### config.mk
export PLATFORM = sky130hd
export DESIGN_NAME = calculator
export DESIGN_NICKNAME = d
export VERILOG_FILES = /design/src/rtl/calculator.sv
export SDC_FILE = /design/constraint.sdc
export NUM_CORES = 1
export LEC_CHECK = 0
export CAP_MARGIN = 20
export CORE_UTILIZATION = 50
export CTS_BUF_LIST = sky130_fd_sc_hd__clkbuf_16
export DETAILED_ROUTE_END_ITERATION = 7
export PLACE_DENSITY = 0.83
export SLEW_MARGIN = 20
export SYNTH_ARGS = -nofsm -noshare
export SYNTH_HDL_FRONTEND = slang
export SYNTH_SLANG_ARGS = --single-unit
### constraint.sdc
create_clock -name clk -period 1.7 [get_ports clk]
set_input_delay 0.17 -clock clk [delete_from_list [all_inputs] [get_ports clk]]
set_output_delay 0.17 -clock clk [all_outputs]
set_load 0.02 [all_outputs]
### src/rtl/calculator.sv
// Signed 3-bit add/subtract calculator: button-triggered result register and a two-digit
// multiplexed seven-segment readout. Define CALC_DEBOUNCE_EN to insert a button debouncer.
module calculator #(
  parameter int REFRESH_BITS  = 17,
  parameter int DEBOUNCE_BITS = 20
) (
  input  logic       clk,
  input  logic       rst,
  input  logic [2:0] a,
  input  logic [2:0] b,
  input  logic       subtract,
  input  logic       calc_button,
  output logic [2:0] result,
  output logic       overflow,
  output logic [6:0] seg,
  output logic [7:0] an
);

  if (REFRESH_BITS < 1 || DEBOUNCE_BITS < 1) begin : g_bad_params
    $error("calculator: REFRESH_BITS and DEBOUNCE_BITS must both be at least 1");
  end

  logic r_sync1;
  logic r_sync2;
  logic r_level_prev;
  logic w_level;
  logic w_edge;

  always_ff @(posedge clk) begin
    if (rst) begin
      r_sync1      <= 1'b0;
      r_sync2      <= 1'b0;
      r_level_prev <= 1'b0;
    end else begin
      r_sync1      <= calc_button;
      r_sync2      <= r_sync1;
      r_level_prev <= w_level;
    end
  end

`ifdef CALC_DEBOUNCE_EN
  logic                     r_deb;
  logic [DEBOUNCE_BITS-1:0] r_deb_cnt;

  // The level flips only after 2^DEBOUNCE_BITS consecutive disagreeing samples.
  always_ff @(posedge clk) begin
    if (rst) begin
      r_deb     <= 1'b0;
      r_deb_cnt <= '0;
    end else if (r_sync2 != r_deb) begin
      if (&r_deb_cnt) begin
        r_deb     <= r_sync2;
        r_deb_cnt <= '0;
      end else begin
        r_deb_cnt <= r_deb_cnt + 1'b1;
      end
    end else begin
      r_deb_cnt <= '0;
    end
  end

  assign w_level = r_deb;
`else
  assign w_level = r_sync2;
`endif

  assign w_edge = w_level & ~r_level_prev;

  logic [2:0] w_b_eff;
  logic [2:0] w_sum;
  logic       w_ovf;

  assign w_b_eff = subtract ? ~b : b;
  assign w_sum   = a + w_b_eff + {2'b00, subtract};
  assign w_ovf   = subtract ? ((a[2] != b[2]) && (w_sum[2] != a[2]))
                            : ((a[2] == b[2]) && (w_sum[2] != a[2]));

  logic [2:0] r_result;
  logic       r_overflow;

  always_ff @(posedge clk) begin
    if (rst) begin
      r_result   <= 3'b000;
      r_overflow <= 1'b0;
    end else if (w_edge) begin
      r_result   <= w_sum;
      r_overflow <= w_ovf;
    end
  end

  assign result   = r_result;
  assign overflow = r_overflow;

  logic [REFRESH_BITS-1:0] r_scan;
  logic                    w_digit_sel;
  logic [2:0]              w_mag;
  logic [6:0]              w_seg_digit;

  always_ff @(posedge clk) begin
    if (rst) begin
      r_scan <= '0;
    end else begin
      r_scan <= r_scan + 1'b1;
    end
  end

  assign w_digit_sel = r_scan[REFRESH_BITS-1];
  // Magnitude of -4 is 3'b100, which still reads correctly as 4.
  assign w_mag       = r_result[2] ? (~r_result + 3'd1) : r_result;

  always_comb begin
    w_seg_digit = 7'b1111111;
    case (w_mag)
      3'd0:    w_seg_digit = 7'b1000000;
      3'd1:    w_seg_digit = 7'b1111001;
      3'd2:    w_seg_digit = 7'b0100100;
      3'd3:    w_seg_digit = 7'b0110000;
      3'd4:    w_seg_digit = 7'b0011001;
      default: w_seg_digit = 7'b1111111;
    endcase
  end

  // Anode and segment data derive from the same registers, so they switch together.
  assign seg = w_digit_sel ? (r_result[2] ? 7'b0111111 : 7'b1111111) : w_seg_digit;
  assign an  = w_digit_sel ? 8'hFD : 8'hFE;

endmodule

# --- After elaboration in Yosys (flattened, before gate mapping) ---
# Cells that the tools add are included.
word_totals:
  out_inout_bits: 19
  register_bits: 24
  word_cells: 31
op_classes:
  reduce_logical: 3
  eq_ne: 7
  n_addsub: 4
  n_bitwise: 4
  mux: 7
ops:
  columns: ["operator", "count"]
  rows:
  - ["$pmux W7 S5", 1]
  - ["$add A17 B1 Y17 const B", 1]
  - ["$mux W7", 2]
  - ["$eq A3 B2 Y1 const B", 2]
  - ["$mux W3", 2]
  - ["$not A3 Y3", 2]
  - ["$add A3 B1 Y3", 1]
  - ["$add A3 B1 Y3 const B", 1]
  - ["$add A3 B3 Y3", 1]
  - ["$eq A3 B1 Y1 const B", 1]
  - ["$eq A3 B3 Y1 const B", 1]
  - ["$logic_not A3 Y1", 1]
  - ["$logic_and A1 B1 Y1", 2]
  - ["$mux W2", 1]
  - ["$ne A1 B1 Y1", 2]
  - ["$and A1 B1 Y1", 1]
  - ["$eq A1 B1 Y1", 1]
  - ["$mux W1", 1]
  - ["$not A1 Y1", 1]

# --- Logic depth before layout (Yosys ltp) ---
depth:
  depth_word: 7
  depth_mapped: 6
  depth_no_buf: 5

# --- Worst setup path after synthesis ---
# Ideal clock, no wire load.
synth_timing:
  path_kind: "reg2out"
  from: "register r_result[0], in the netlist result[0]"
  to: "output seg[3]"
  setup_slack_ps: -556
  path_stages_with_launch: 6
  arrival_time_ps: 2086
  path_cell_list: "dfxtp_1 > inv_1 > ha_1 > o31ai_1 > a221o_1 > buf_4"
synth_via:
  elab_chain_cells: 6
synth_rtl:
  columns: ["item", "line", "text"]
  rows:
  - ["start, declared", "78", "logic [2:0] r_result;"]
  - ["start signal, assigned", "86", "r_result <= w_sum;"]
  - ["$not A3 Y3", "109", "assign w_mag = r_result[2] ? (~r_result + 3'd1) : r_result;"]
  - ["$add A3 B1 Y3", "109", null]
  - ["$mux W3 (*)", "109", null]
  - ["$eq A3 B3 Y1 (tied with other cells)", "113", "case (w_mag)"]
  - ["$pmux W7 S5 (*)", "113", null]
  - ["$mux W7 (*)", "124", "assign seg = w_digit_sel ? (r_result[2] ? 7'b0111111 : 7'b1111111) : w_seg_digit;"]
  - ["end, declared", "15", "output logic [6:0] seg,"]
# Mark *: on every way between the ends. The rest lies on a longest branch, timed or not.

# --- Worst setup path in the final report ---
layout_timing:
  from: "register r_result[1], in the netlist result[1]"
  to: "output seg[0]"
# Same word-level chain as after synthesis.

==> summary.md <==
| Metric | Value |
|---|---|
| Detailed-route DRC error count | 0 |
| Leak | between 0.7 and 0.8 nW |
| Worst Hold Depth | 1 |
| Reg2reg start | r_scan[3] |
| Skew final | 0.00226 ns |
| Clock Path Buffers | 2 |
| Fin Setup TNS | -0.000579 ns |
| CTS sink cnt | 24 |
| Area delta synth->final | 31.5% |
| Mapped Cells | 147 |
| Critical path fanouts, max | 2 |
| Top_reg_cell synth | dfxtp_1 |
| Reg clk slew, reported paths | 0.06 ns |
| Post-synth EDFFs | 0 |
| Crit path kind | reg2out |
| # nets final | 194 |
| Unrepaired setup endpoints after global routing | yes |
| Place WS | -0.178 ns |
| Cell taking the most area after synthesis | dfxtp_1 |
| Gr usage total | 0.212 |
| Hold-critical path endpoint | r_sync2 |
| Final worst slack | -0.000290 ns |
| Row Count | 18 |
| Max cap viols | 0 |
| Num ports | 29 |
| Min Clock Period, post-route | 1.70 ns |
| DIE AREA | 2900 um2 |
| Worst reg2reg setup slack | 0.06 ns |
| Slew HR | 0.642 |
| Status | finished with violations |
| Htree depth | 1 |
| Vias in the first global route | 1090 |
| Synthesized area | roughly 1300 um2 |
| Final Max Tran Viols | 0 |
| YS warnings | 0 |
| Share of layout cells above drive strength 1 | 0.208 |
| DR pass1 iterations | 4 |
| ANT cells | 0 |
| Largest net degree at the start of global routing | 18 |
| Starting Density | 0.537 |
| First-pass GRT wire length | 4500 um |
| Unique masters post-synth | 36 |
| Seq/Total Area, Yosys | 0.358 |
| CP Data Required Time | 1.53 ns |
| Initial antenna violation count | 0 |
| CP Data Arrival Time | about 1.5 ns |
| Die Y-Extent | 53.8 um |
| Yosys reg bits | 24 |
| Reg-to-reg endpoint | r_scan[14] |
| Post-synth top area share | 0.358 |
| Via density | 5.61 |
| Final antenna-violating net count | 0 |
| Setup crit end kind | primary output |
| DR iter-0 viols | 17 |
| Pwr dens | 757 nW/um2 |
| Drt total wl | 2810 um |
| HP Class | reg2reg |
| Fill cell count | 184 |
| Final worst-path cycle share | 1.00 |
| Max frequency | 588 MHz |
| Hold_sp | r_sync1 |
| # setup viols final | 2 |
| Worst ir drop on vdd | around 0.66 mV |
| Clk root buf | clkbuf_16 |
| Core area | 2500 um2 |
| Failing checks | negative setup slack |
| R2R cell count | 3 |
| Later-pin clock latency in the skew report | around 0.25 ns |
| Worst Tran Pin Value | around 0.54 ns |
| Final hold viol count | 0 |
| Final Util | 0.706 |
| Dpl hpwl | 1980 um |
| Wire per inst | 13.5 um |
| TritonCTS clock tree | yes |
| DR vias | 1166 |
| Critical Path Start Type | register |
| PortBufs | 22 |
| Final Wtd Congestion | 0.733 |
| Die Wd | 53.8 um |
| Syn Area/Cell | 9.13 um2 |
| Number of buffers created by CTS | 3 |
| Total grt overflow | 0 |
| Ys async rst share | 0 |
| Dominant cells by area after synthesis | dfxtp_1 36%, buf_4 4.5%, mux2_1 4.2%, nor2b_1 4.2%, ha_1 3.7% |
[how the worst max path moves through the flow]
stage | start | end | slack, ns | depth (start not counted)
after floorplan | result[0] | seg[3] | 0.01 | 6
after global routing | result[1] | seg[0] | -0.05 | 6
after global placement | result[1] | seg[0] | -0.16 | 6
after CTS | result[0] | seg[6] | -0.04 | 7
after detailed placement | result[1] | seg[3] | -0.18 | 6
final | result[1] | seg[0] | -0.0003 | 6
[metrics by stage]
stage / instance area [um2] / power (W) / cells / hold slack (ns)
global placement: 1650 / 0.000824 / 204 / 0.426
detailed placement: 1650 / 0.000832 / 204 / 0.429
global route: 1770 / 0.00138 / 208 / 0.464
CTS: 1740 / 0.00133 / 208 / 0.445
finish: 1770 / 0.00134 / 208 / 0.440
floorplan: 1390 / 0.000748 / 152 / 0.298
[synthesized netlist by cell type (3+ instances only)]
| master | instances |
|---|---|
| a21oi_1 | 9 |
| buf_4 | 8 |
| dfxtp_1 | 24 |
| ha_1 | 4 |
| inv_1 | 8 |
| mux2_1 | 5 |
| nand2_1 | 8 |
| nand3_1 | 10 |
| nor2_1 | 13 |
| nor2b_1 | 9 |
| nor4_1 | 3 |
| o31ai_1 | 5 |
| or3_1 | 3 |
| or4_1 | 4 |
| xnor2_1 | 3 |
| xor2_1 | 3 |
[cell usage in the layout (no fill, tap or decap), drive strengths merged, types with 6 or more instances in the layout]
cell type      netlist  routed
a21oi                9       9
nand2                8       8
nand3               10      10
dfxtp               24      24
conb                 1       6
clkdlybuf4s50        0      15
nor2                13      13
nor2b                9       9
inv                  8       8
buf                 12      16
[routing by layer]
metal  global-route usage  up-vias  routed length (um)
li1                     -      570                   -
met1                0.231      552                1130
met2                0.381       34                1480
met3               0.0452       10                 126
met4                0.110        0                  82
met5                    0        -                   0
[final cells by class]
class | count | area, um2 | area share
repair buffers | 34 | 308 | 0.174
multi-input cells | 108 | 817 | 0.463
clock inverters | 1 | 3.75 | 0.00213
well taps | 30 | 37.5 | 0.0213
flip-flops and latches | 24 | 489 | 0.277
inverters | 8 | 35.0 | 0.0198
clock buffers | 3 | 75.1 | 0.0425
[critical path, stage by stage, from the launching register on]
cell     delay (ns)
dfxtp_4        0.36
inv_4          0.04
ha_4           0.25
nand2_2        0.05
o21a_1         0.11
a221o_1        0.33
buf_6          0.15
[report_power, final]
part / internal (W) / switching [W]
Sequential: 0.000575 / 0.0000128
Clock: 0.000314 / 0.000194
Combinational: 0.000118 / 0.000122
Total: 0.00101 / 0.000329
[sequential cells by signal, indices dropped and copies added (netlist names)]
signal	count
r_scan	17
overflow	1
r_sync2	1
result	3
r_level_prev	1
r_sync1	1
[cells by family after synthesis]
group,synth area share
AND/OR/NAND/NOR,0.276
XOR/XNOR,0.0559
multiplexers,0.0494
buffers and inverters,0.0857
other,0.00279
AO/OA/AOI/OAI,0.120
adder cells (fa/ha/maj),0.0522
flip-flops,0.358
[timing repair]
| action | 4_1_cts | 5_1_grt |
|---|---|---|
| pin swaps | 1 | 0 |
| hold buffers | 0 | 0 |
| buffers inserted | 0 | 0 |
| endpoints found under the setup margin | 7 | 6 |
| resized for setup | 28 | 8 |
Note: power is estimated with default switching activity, not from simulation.
